## src/rtl/loop_step_counter.sv

```systemverilog
// loop_step_counter
//
// Registered loop/iteration counter that sits beside the ALU. The control
// unit loads a trip count, pulses step once per iteration and branches on
// done. Each step moves the count by STEP, up or down. When a step crosses
// the terminal value, the counter either saturates at that value or wraps
// modulo 2^WIDTH and pulses wrap for one cycle.
//
// Parameters
//   WIDTH       counter/data width in bits (2..32)
//   STEP        magnitude added/subtracted per step, 1 <= STEP < 2^WIDTH
//
// Ports
//   clk         system clock, rising edge
//   reset_n     asynchronous active-low reset
//   clear       synchronous clear to IDLE with count = 0
//   load        load load_value; enter RUN (or DONE if load_value == 0)
//   load_value  initial count
//   step        advance the count by STEP (honoured only in RUN)
//   up          direction, 1 = increment, 0 = decrement
//   sat_mode    1 = saturate at the terminal value, 0 = wrap and pulse wrap
//   count       current count (registered)
//   zero        count == 0 (registered)
//   busy        state is RUN
//   done        state is DONE (level-held until clear/load)
//   wrap        one-cycle pulse after a wrapping step
module loop_step_counter #(
    parameter int          WIDTH = 16,
    parameter int unsigned STEP  = 1
) (
    input  logic             clk,
    input  logic             reset_n,
    input  logic             clear,
    input  logic             load,
    input  logic [WIDTH-1:0] load_value,
    input  logic             step,
    input  logic             up,
    input  logic             sat_mode,
    output logic [WIDTH-1:0] count,
    output logic             zero,
    output logic             busy,
    output logic             done,
    output logic             wrap
);

    typedef enum logic [1:0] {
        S_IDLE,
        S_RUN,
        S_DONE
    } state_t;

    localparam logic [WIDTH-1:0] STEP_W   = WIDTH'(STEP);
    localparam logic [WIDTH-1:0] ALL_ONES = '1;

    state_t           state_q, state_d;
    logic [WIDTH-1:0] count_q, count_d;
    logic             zero_q, zero_d;
    logic             wrap_q, wrap_d;

    // One bit wider than the count, so that the top bit of the difference is
    // the borrow and the top bit of the sum is the carry.
    logic [WIDTH:0]   diff;
    logic [WIDTH:0]   sum;
    logic             borrow;
    logic             carry;

    assign diff   = {1'b0, count_q} - {1'b0, STEP_W};
    assign sum    = {1'b0, count_q} + {1'b0, STEP_W};
    assign borrow = diff[WIDTH];
    assign carry  = sum[WIDTH];

    // Next-state logic. Priority is clear > load > step. wrap defaults to 0,
    // so it can only ever be a single-cycle pulse.
    always_comb begin
        state_d = state_q;
        count_d = count_q;
        wrap_d  = 1'b0;

        if (clear) begin
            state_d = S_IDLE;
            count_d = '0;
        end else if (load) begin
            count_d = load_value;
            // A zero trip count is already finished, whatever the direction.
            state_d = (load_value == '0) ? S_DONE : S_RUN;
        end else if (step && (state_q == S_RUN)) begin
            if (up) begin
                if (carry) begin
                    count_d = sat_mode ? ALL_ONES : sum[WIDTH-1:0];
                    wrap_d  = ~sat_mode;
                    state_d = S_DONE;
                end else begin
                    count_d = sum[WIDTH-1:0];
                    if (sum[WIDTH-1:0] == ALL_ONES) begin
                        state_d = S_DONE;
                    end
                end
            end else begin
                if (borrow) begin
                    count_d = sat_mode ? '0 : diff[WIDTH-1:0];
                    wrap_d  = ~sat_mode;
                    state_d = S_DONE;
                end else begin
                    count_d = diff[WIDTH-1:0];
                    if (diff[WIDTH-1:0] == '0) begin
                        state_d = S_DONE;
                    end
                end
            end
        end
    end

    // zero is registered from the next count, so it tracks count exactly
    // without adding a combinational compare on the output.
    assign zero_d = (count_d == '0);

    always_ff @(posedge clk or negedge reset_n) begin
        if (!reset_n) begin
            state_q <= S_IDLE;
            count_q <= '0;
            zero_q  <= 1'b1;
            wrap_q  <= 1'b0;
        end else begin
            state_q <= state_d;
            count_q <= count_d;
            zero_q  <= zero_d;
            wrap_q  <= wrap_d;
        end
    end

    assign count = count_q;
    assign zero  = zero_q;
    assign busy  = (state_q == S_RUN);
    assign done  = (state_q == S_DONE);
    assign wrap  = wrap_q;

endmodule
```

## config.mk

```make
export PLATFORM = sky130hd
export DESIGN_NAME = loop_step_counter
export DESIGN_NICKNAME = d
export VERILOG_FILES = /design/src/rtl/loop_step_counter.sv
export SDC_FILE = /design/constraint.sdc
export NUM_CORES = 1
export LEC_CHECK = 0
export CAP_MARGIN = 10
export CORE_UTILIZATION = 58
export DETAILED_ROUTE_END_ITERATION = 12
export PLACE_DENSITY = 0.86
export SLEW_MARGIN = 15
export SYNTH_ARGS = -nofsm -noshare
export SYNTH_HDL_FRONTEND = slang
export SYNTH_SLANG_ARGS = --single-unit
export TNS_END_PERCENT = 100
```

## constraint.sdc

```tcl
create_clock -name clk -period 5.8 [get_ports clk]
set_clock_uncertainty 0.2 [all_clocks]
set_input_delay 1.16 -clock clk [delete_from_list [all_inputs] [get_ports clk]]
set_output_delay 1.16 -clock clk [all_outputs]
set_load 0.01 [all_outputs]
```

=== After elaboration in Yosys (flattened, before gate mapping) ===
Index checks and enable logic that the tools add are counted.

* Bits in registers: 20
* Memory bits (writable): 0
* Output and inout port bits: 20
* Memories: 0
* Bits in latches: 0
* Bits in read-only memories: 0

* Magnitude comparators: 0
* Add/subtract/negate cells: 2
* Eq/ne operators: 4
* Shift operators: 0
* Bitwise operators: 1
* Reduce and logical (&&, ||, !) cells: 7
* Div/mod/pow operators: 0
* Muxes and demuxes: 23
* Multiply operators: 0

{| class="wikitable"
|+ Operators with widths
! operator !! number
|-
| 16-bit 2-to-1 mux || 8
|-
| 16-bit zero test || 3
|-
| 2-bit 2-to-1 mux || 9
|-
| 16-bit by 1-bit adder with 17-bit output, second input constant || 1
|-
| 16-bit by 1-bit subtractor with 17-bit output, second input constant || 1
|-
| 16-bit == test, second input constant || 1
|-
| 1-bit 2-to-1 mux || 6
|-
| 5-bit by 3-bit inequality test with 1-bit output, second input constant || 1
|-
| 5-bit nonzero test || 1
|-
| 3-bit AND reduction || 1
|-
| 3-bit nonzero test || 1
|-
| 2-bit by 1-bit == test with 1-bit output, second input constant || 1
|-
| 2-bit == test, second input constant || 1
|-
| 1-bit logical AND || 1
|-
| 1-bit NOT || 1
|}

=== Depth between registers and ports, before layout ===
* Depth in word-level cells: 8
* Mapped depth: 10

=== Least setup slack after synthesis ===
OpenSTA, ideal clock, no wires.

* Kind: input to register
* Start point: in up
* End point: reg zero_q, in the netlist zero
* Data required time: 5510 ps
* Arrival: 3093 ps
* Cell stages on the path: 7
* Path buffers: 0
* Path slack: 2417 ps
* Cell sequence: nor4b_1 -> nand2_1 -> o21ai_1 -> o211ai_1 -> a211o_1 -> or4_1 -> nor4_2

* Cells in the longest elaborated chain, start to end: 5

{| class="wikitable"
|+ RTL lines
! item !! line !! RTL
|-
| start, declared || 37 || <nowiki>input logic up,</nowiki>
|-
| 16-bit 2-to-1 mux || 87 || <nowiki>if (up) begin</nowiki>
|-
| 16-bit 2-to-1 mux || 86 || <nowiki>end else if (step && (state_q == S_RUN)) begin</nowiki>
|-
| 16-bit 2-to-1 mux || 82 || <nowiki>end else if (load) begin</nowiki>
|-
| 16-bit 2-to-1 mux || 79 || <nowiki>if (clear) begin</nowiki>
|-
| 16-bit zero test || 115 || <nowiki>assign zero_d = (count_d == '0);</nowiki>
|-
| via zero_d || 57 || <nowiki>logic zero_q, zero_d;</nowiki>
|-
| end signal, assigned || 126 || <nowiki>zero_q <= zero_d;</nowiki>
|-
| end, declared || 57 ||
|}

The timed path passes the listed nets, and every way through them passes these cells.
A chain may end at the register's enable or synchronous reset.

=== Worst setup path in the final report ===
Ends and elaborated chain as after synthesis.

==> impl_metrics.py <==
metrics = {
    "timing": {
        "max_freq_ghz": 0.241,
        "setup_viol": 0,
        "slew_headroom_pct": 40.4,
        "period_share_pct": 71.6,
        "whs_ns": 0.466,
        "finalHoldViolCount": 0,
        "slew_violations": 0,
        "rsz0062_at_grt": "no",
        "finalCriticalPeriod_ns": 4.15,
        "finalSetupTns_ns": 0,
        "worst_pin_slew_ns": 0.892,
    },
    "clocking": {
        "clk_path_buf_depth": 2,
        "cts.sinks": 20,
        "post_cts_buffers": 0,
        "ctsResizeCount": 0,
        "path_clk_slew_ns": 0.07,
        "h-tree-depth": 1,
        "clock_latency_ns": 0.26,
        "cts_buffers": 3,
        "clock-root-buffer": "clkbuf_8",
        "cts_tree": "done",
        "holdBufCountCts": 0,
    },
    "worst_hold_path": {
        "hold_path.class": "reg -> reg",
        "hold_start": "state_q[1]",
        "min_to": "state_q[1]",
        "min_path_cells": 2,
    },
    "logic_synthesis": {
        "synth_cells": 321,
        "yosys_warnings": 0,
        "synth_seq_cells": 20,
        "ys_seq_area_share_pct": 21.6,
        "synth_cell_types": 61,
        "syn_avg_cell_area_sq_um": 7.23,
        "synth_area_sq_um": 2320,
        "yosys.area.top_type": "dfrtp_1",
        "synth.top_cell.area_share_pct": 20.5,
        "yosys_most_used_dff": "dfrtp_1",
        "yosys-top-cells-area": "dfrtp_1, nor4_1, clkbuf_1, a21oi_1, nand4_1",
        "syn_nets": 348,
        "synth-edff-count": 0,
        "ys_async_sr_fraction_pct": 100,
    },
    "placement": {
        "detailed_place_hpwl_um": 5780,
        "gp_congestion": 0.964,
        "port_buffers": 42,
    },
    "pwr": {
        "p_leak_nw": 1.00,
        "peakVddDrop_v": 0.000183,
        "swShare_pct": 37.4,
        "internal-power_uw": 285,
        "p_seq_share_pct": 40.1,
        "comb_power_share_pct": 36.6,
        "switchingPower_uw": 170,
        "cellPowerDensity_nw_per_um2": 166,
        "clock_power_share_pct": 23.3,
    },
    "die": {
        "ios": 43,
        "rows": 22,
        "die_h_um": 65.3,
        "core_sq_um": 3740,
        "die-area_sq_um": 4260,
        "dieWidth_um": 65.3,
        "start_util_pct": 62.0,
    },
    "worst_setup_path": {
        "critPathMaxFanout": 25,
        "crit_arrival_ns": 4.12,
        "critPathKind": "in -> reg",
        "critPathCaptureType": "flip-flop",
        "ff2ff_path_depth": 9,
        "r2r-end": "zero",
        "r2r-start": "count[0]",
        "cp_data_required_time_ns": 5.77,
        "r2r_slack_ns": 2.03,
        "start_kind": "primary input",
    },
    "detailed_routing": {
        "via_per_inst": 7.28,
        "drc": 0,
        "wl_met3_um": 975,
        "drtPass1Iterations": 5,
        "wire_per_inst_um": 21.1,
        "postRouteWirelength_um": 8120,
        "vias": 2802,
        "met2_length_um": 3650,
        "met1Wirelength_um": 3240,
        "ant_nets": 0,
        "dr.first_iter.drc_count": 340,
        "highest_layer": "met4",
    },
    "grt": {
        "grt-ovfl-total": 0,
        "grt_pass1_vias": 2555,
        "grt_start_max_net_pins": 37,
        "antenna_found_initial": 0,
        "grt_pass1_wl_um": 12800,
        "grt.total_usage_pct": 39.6,
    },
    "final_layout": {
        "diodes": 0,
        "drive_above_1_share_pct": 3.86,
        "final_net_count": 365,
        "area_growth_pct": 18.4,
    },
    "run": {
        "max-cap-violations": 0,
    },
    "status": {
        "status": "complete, no violations",
    },
}
## how the worst max path moves through the flow
stage | start | to | slack, ns | depth (start not counted)
CTS | up | zero | 1.73 | 9
finish | up | zero | 1.65 | 9
global route | up | zero | 1.48 | 9
floorplan | up | zero | 2.42 | 7
detailed placement | up | zero | 1.46 | 9
global placement | up | zero | 1.55 | 9
## cells in the mapped netlist, types with 5 or more instances
library cell and n:
clkbuf_1 29, nand2_1 24, nor4_1 21, a21oi_1 19
dfrtp_1 19, inv_1 18, nor2_1 17, nand4_1 15
nor3_1 11, o21ai_0 10, nand3_1 9, or3_1 9
a21o_1 7, nor2b_1 6, o31ai_1 6, or4_1 6
a221oi_1 5, nand3b_1 5, o31a_1 5, xor2_1 5
## logic make-up after synthesis
family                   count (synthesis)  share of synthesized area [%]
AO/OA/AOI/OAI                           91                           27.8
AND/OR/NAND/NOR                        145                           36.0
flip-flops                              20                           21.6
buffers and inverters                   51                           8.57
XOR/XNOR                                 9                           3.40
adder cells (fa/ha/maj)                  4                           2.16
multiplexers                             1                          0.485
## sequential cells by signal, indices dropped and copies added (netlist names)
name / flops
state_q: 2
count: 16
zero: 1
wrap: 1
## layout make-up
class / instances / area (sq um)
inverters: 18 / 67.6
flip-flops and latches: 20 / 502
repair buffers: 45 / 443
well taps: 48 / 60.1
multi-input cells: 250 / 1620
clock buffers: 4 / 55.1
fillers: 329 / 996
## per-layer routing
metal  GRT usage (%)  vias to the layer above
met4            14.4                        0
met5               0                        -
li1                -                     1268
met1            53.7                     1297
met2            60.4                      207
met3            10.1                       30
## stage by stage
step / worst slack (ns) / instance area (sq um) / util (%) / instances / power [mW]
4_1_cts: 1.73 / 2750 / 73.4 / 385 / 0.450
6_report: 1.65 / 2750 / 73.4 / 385 / 0.455
2_1_floorplan: 2.42 / 2320 / - / 321 / 0.277
3_5_place_dp: 1.46 / 2690 / 71.9 / 381 / 0.344
5_1_grt: 1.48 / 2750 / 73.4 / 385 / 0.474
3_3_place_gp: 1.55 / 2690 / 71.9 / 381 / 0.341
## power by group through the flow
stage / Sequential, mW / Combinational (mW) / Clock, mW
CTS: 0.180 / 0.162 / 0.107
global route: 0.184 / 0.180 / 0.110
detailed placement: 0.183 / 0.161 / 0
global placement: 0.182 / 0.159 / 0
floorplan: 0.163 / 0.114 / 0
finish: 0.183 / 0.167 / 0.106
## placed cells by master, fill, tap and decap left out, types with 4 or more instances in the layout
| master | Yosys | layout |
|---|---|---|
| xnor2_1 | 4 | 4 |
| nor3_1 | 11 | 11 |
| o21ai_0 | 10 | 10 |
| or4_1 | 6 | 6 |
| or3_1 | 9 | 9 |
| a221oi_1 | 5 | 5 |
| dfrtp_1 | 19 | 19 |
| nand3b_1 | 5 | 5 |
| a21oi_1 | 19 | 19 |
| nor4_1 | 21 | 21 |
| nand4_1 | 15 | 15 |
| o31a_1 | 5 | 5 |
| nor2_1 | 17 | 17 |
| clkdlybuf4s50_1 | 0 | 42 |
| nand2_1 | 24 | 24 |
| a21o_1 | 7 | 7 |
| nand3_1 | 9 | 9 |
| and4_1 | 4 | 4 |
| inv_1 | 18 | 18 |
| ha_1 | 4 | 4 |
| o31ai_1 | 6 | 6 |
| nor2b_1 | 6 | 6 |
| clkbuf_8 | 0 | 4 |
| o211ai_1 | 4 | 4 |
| a31oi_1 | 4 | 4 |
| xor2_1 | 5 | 5 |
## critical path, stage by stage
cell	delay, ns
clkdlybuf4s50_1	0.39
buf_4	0.21
nor4b_1	0.51
nand2_1	0.14
o21ai_1	0.47
o211ai_1	0.16
a211o_1	0.28
or4_1	0.53
nor4_2	0.26
Power figures use the tool's default switching activity.
==> RTL edit (config.mk and constraints unchanged) <==
Encoding of `state_t`: now one-hot (3 bits for 3 states).
--- a/src/rtl/loop_step_counter.sv
+++ b/src/rtl/loop_step_counter.sv
@@ -44,8 +44,8 @@
 );
 
-    typedef enum logic [1:0] {
-        S_IDLE,
-        S_RUN,
-        S_DONE
+    typedef enum logic [2:0] {
+        S_IDLE = 3'b001,
+        S_RUN  = 3'b010,
+        S_DONE = 3'b100
     } state_t;
 
Function: same outputs for any inputs over 10 cycles, from zero or initial values and one cycle with reset_n low; not proved beyond that.
==> RTL edit against the unedited design <==
- routed wire length grew 9.8%
- via count rose by 10%
- synthesized area is 8.4% higher
- setup slack better by 170 ps
- sequential cell count is 1 higher
- worst hold slack worse by 130 ps
- largest cell class unchanged
- cell area rose by 6.6%
- total power down 1.1%
==> RTL edit: results (changes against the unedited design) <==
Global route
  – First-pass GRT wire length: 13900 um (+8.7%)
  – Largest net degree at the start of global routing: 35 (-5.4%)
  – Gr usage total: 40.6% (+1.0 points)
  – Vias in the first global route: 2726 (+6.7%)
  – M3 GR Usage: 6.33% (-3.7 points)
  – Routing usage on met1: 54.7% (+1.0 points)
  – Grt met2 use: 65.7% (+5.3 points)

Synthesis
  – Synth cell count leaders: clkbuf_1, nand2_1, a21oi_1, nor2_1, o21ai_0
  – Synth Area in Adders: 1.99% (-0.17 points)
  – Synth Area in XOR/XNOR: 2.09% (-1.3 points)
  – Cells after Synth: 349 (+8.7%)
  – Yosys cell types: 67 (+9.8%)
  – Mapped Nets: 376 (+8.0%)
  – Post-synthesis sequential area ratio: 21.0% (-0.63 points)
  – Mux share of post-synthesis cell area: 0% (-0.49 points)
  – Synth Area in Compound Gates: 31.5% (+3.7 points)
  – Synth top area cells: dfrtp_1, a21oi_1, clkbuf_1

Run status
  – Status: completed

Route
  – DR pass1 iterations: 7 (+2)
  – 1st-iter DRT viols: 623 (+83%)
  – Vias post-DR: 3093 (+10%)

Final layout
  – Post-route insts no fill: 413 (+7.3%)
  – Fill cell count: 352 (+7.0%)
  – Nets: 391 (+7.1%)
  – Share of cells above drive strength 1: 5.51% (+1.7 points)

Pwr
  – Cell leakage power: 1.03 nW (+2.6%)
  – Worst-case vdd ir drop: 148 uV (-19%)

Place
  – Inst Count DP: 409 (+7.3%)
  – Hpwl dp: 6350 um (+9.8%)
  – Dpl ws: 1620 ps (+154 ps)
  – RePlAce Congestion: 0.948 (-1.7%)

Timing
  – Final Hold Slack: 339 ps (-127 ps)
  – Worst relative slew slack: 39.4% (-0.94 points)
  – Period utilisation layout: 68.6% (-2.9 points)

Setup path
  – Crit-path max FO: 13 (-48%)
  – Worst Path Arrival: 3960 ps (-160 ps)
[RTL edit: cell count changes in the layout (fill, tap and decap cells not counted), moves of 5 or more]
cell	unedited run	this run
nor4_1	21	15
o21ai_0	10	20
nor2_1	17	23
inv_1	18	6
nand3_1	9	14
a31oi_1	4	10
a211oi_1	2	7
and3_1	2	9
[RTL edit: power by group]
group	total, W	leakage (nW)	switching, W	internal [W]
clock	0.0000936	0.0228	0.0000446	0.0000490
combinational	0.000170	0.732	0.0000939	0.0000762
sequential	0.000187	0.273	0.0000315	0.000155
total	0.000450	1.03	0.000170	0.000280
[RTL edit: cell type report]
type                    instances  share of cell area, %
repair buffers                 45                   15.1
clock buffers                   4                   1.54
flip-flops and latches         21                   18.0
multi-input cells             286                   62.3
inverters                       7                  0.897
well taps                      50                   2.13
[RTL edit: critical path, stage by stage]
cell and delay (ps):
clkdlybuf4s50_1 450, nand4bb_1 430, buf_4 360, or3_1 360
o21bai_4 240, o41ai_1 640, nor2_1 90, nand4_1 150
nor4_2 70
[RTL edit: worst paths after layout]
kind / to / depth (start not counted) / from
min in group asynchronous: wrap$_DFF_PN0_ / 1 / reset_n
setup / recovery: zero$_DFF_PN1_ / 9 / step
hold / removal: state_q[0]$_DFFE_PN1P_ / 1 / state_q[0]$_DFFE_PN1P_
setup reg to reg: state_q[2]$_DFFE_PN0P_ / 7 / count[2]$_DFF_PN0_
max in group asynchronous: count[3]$_DFF_PN0_ / 1 / reset_n
hold reg to reg: state_q[0]$_DFFE_PN1P_ / 1 / state_q[0]$_DFFE_PN1P_
[RTL edit: routing by layer]
layer,vias to the layer above,wire length [um]
met5,-,0
met4,0,258
met3,29,982
li1,1388,-
met2,255,4190
met1,1421,3490
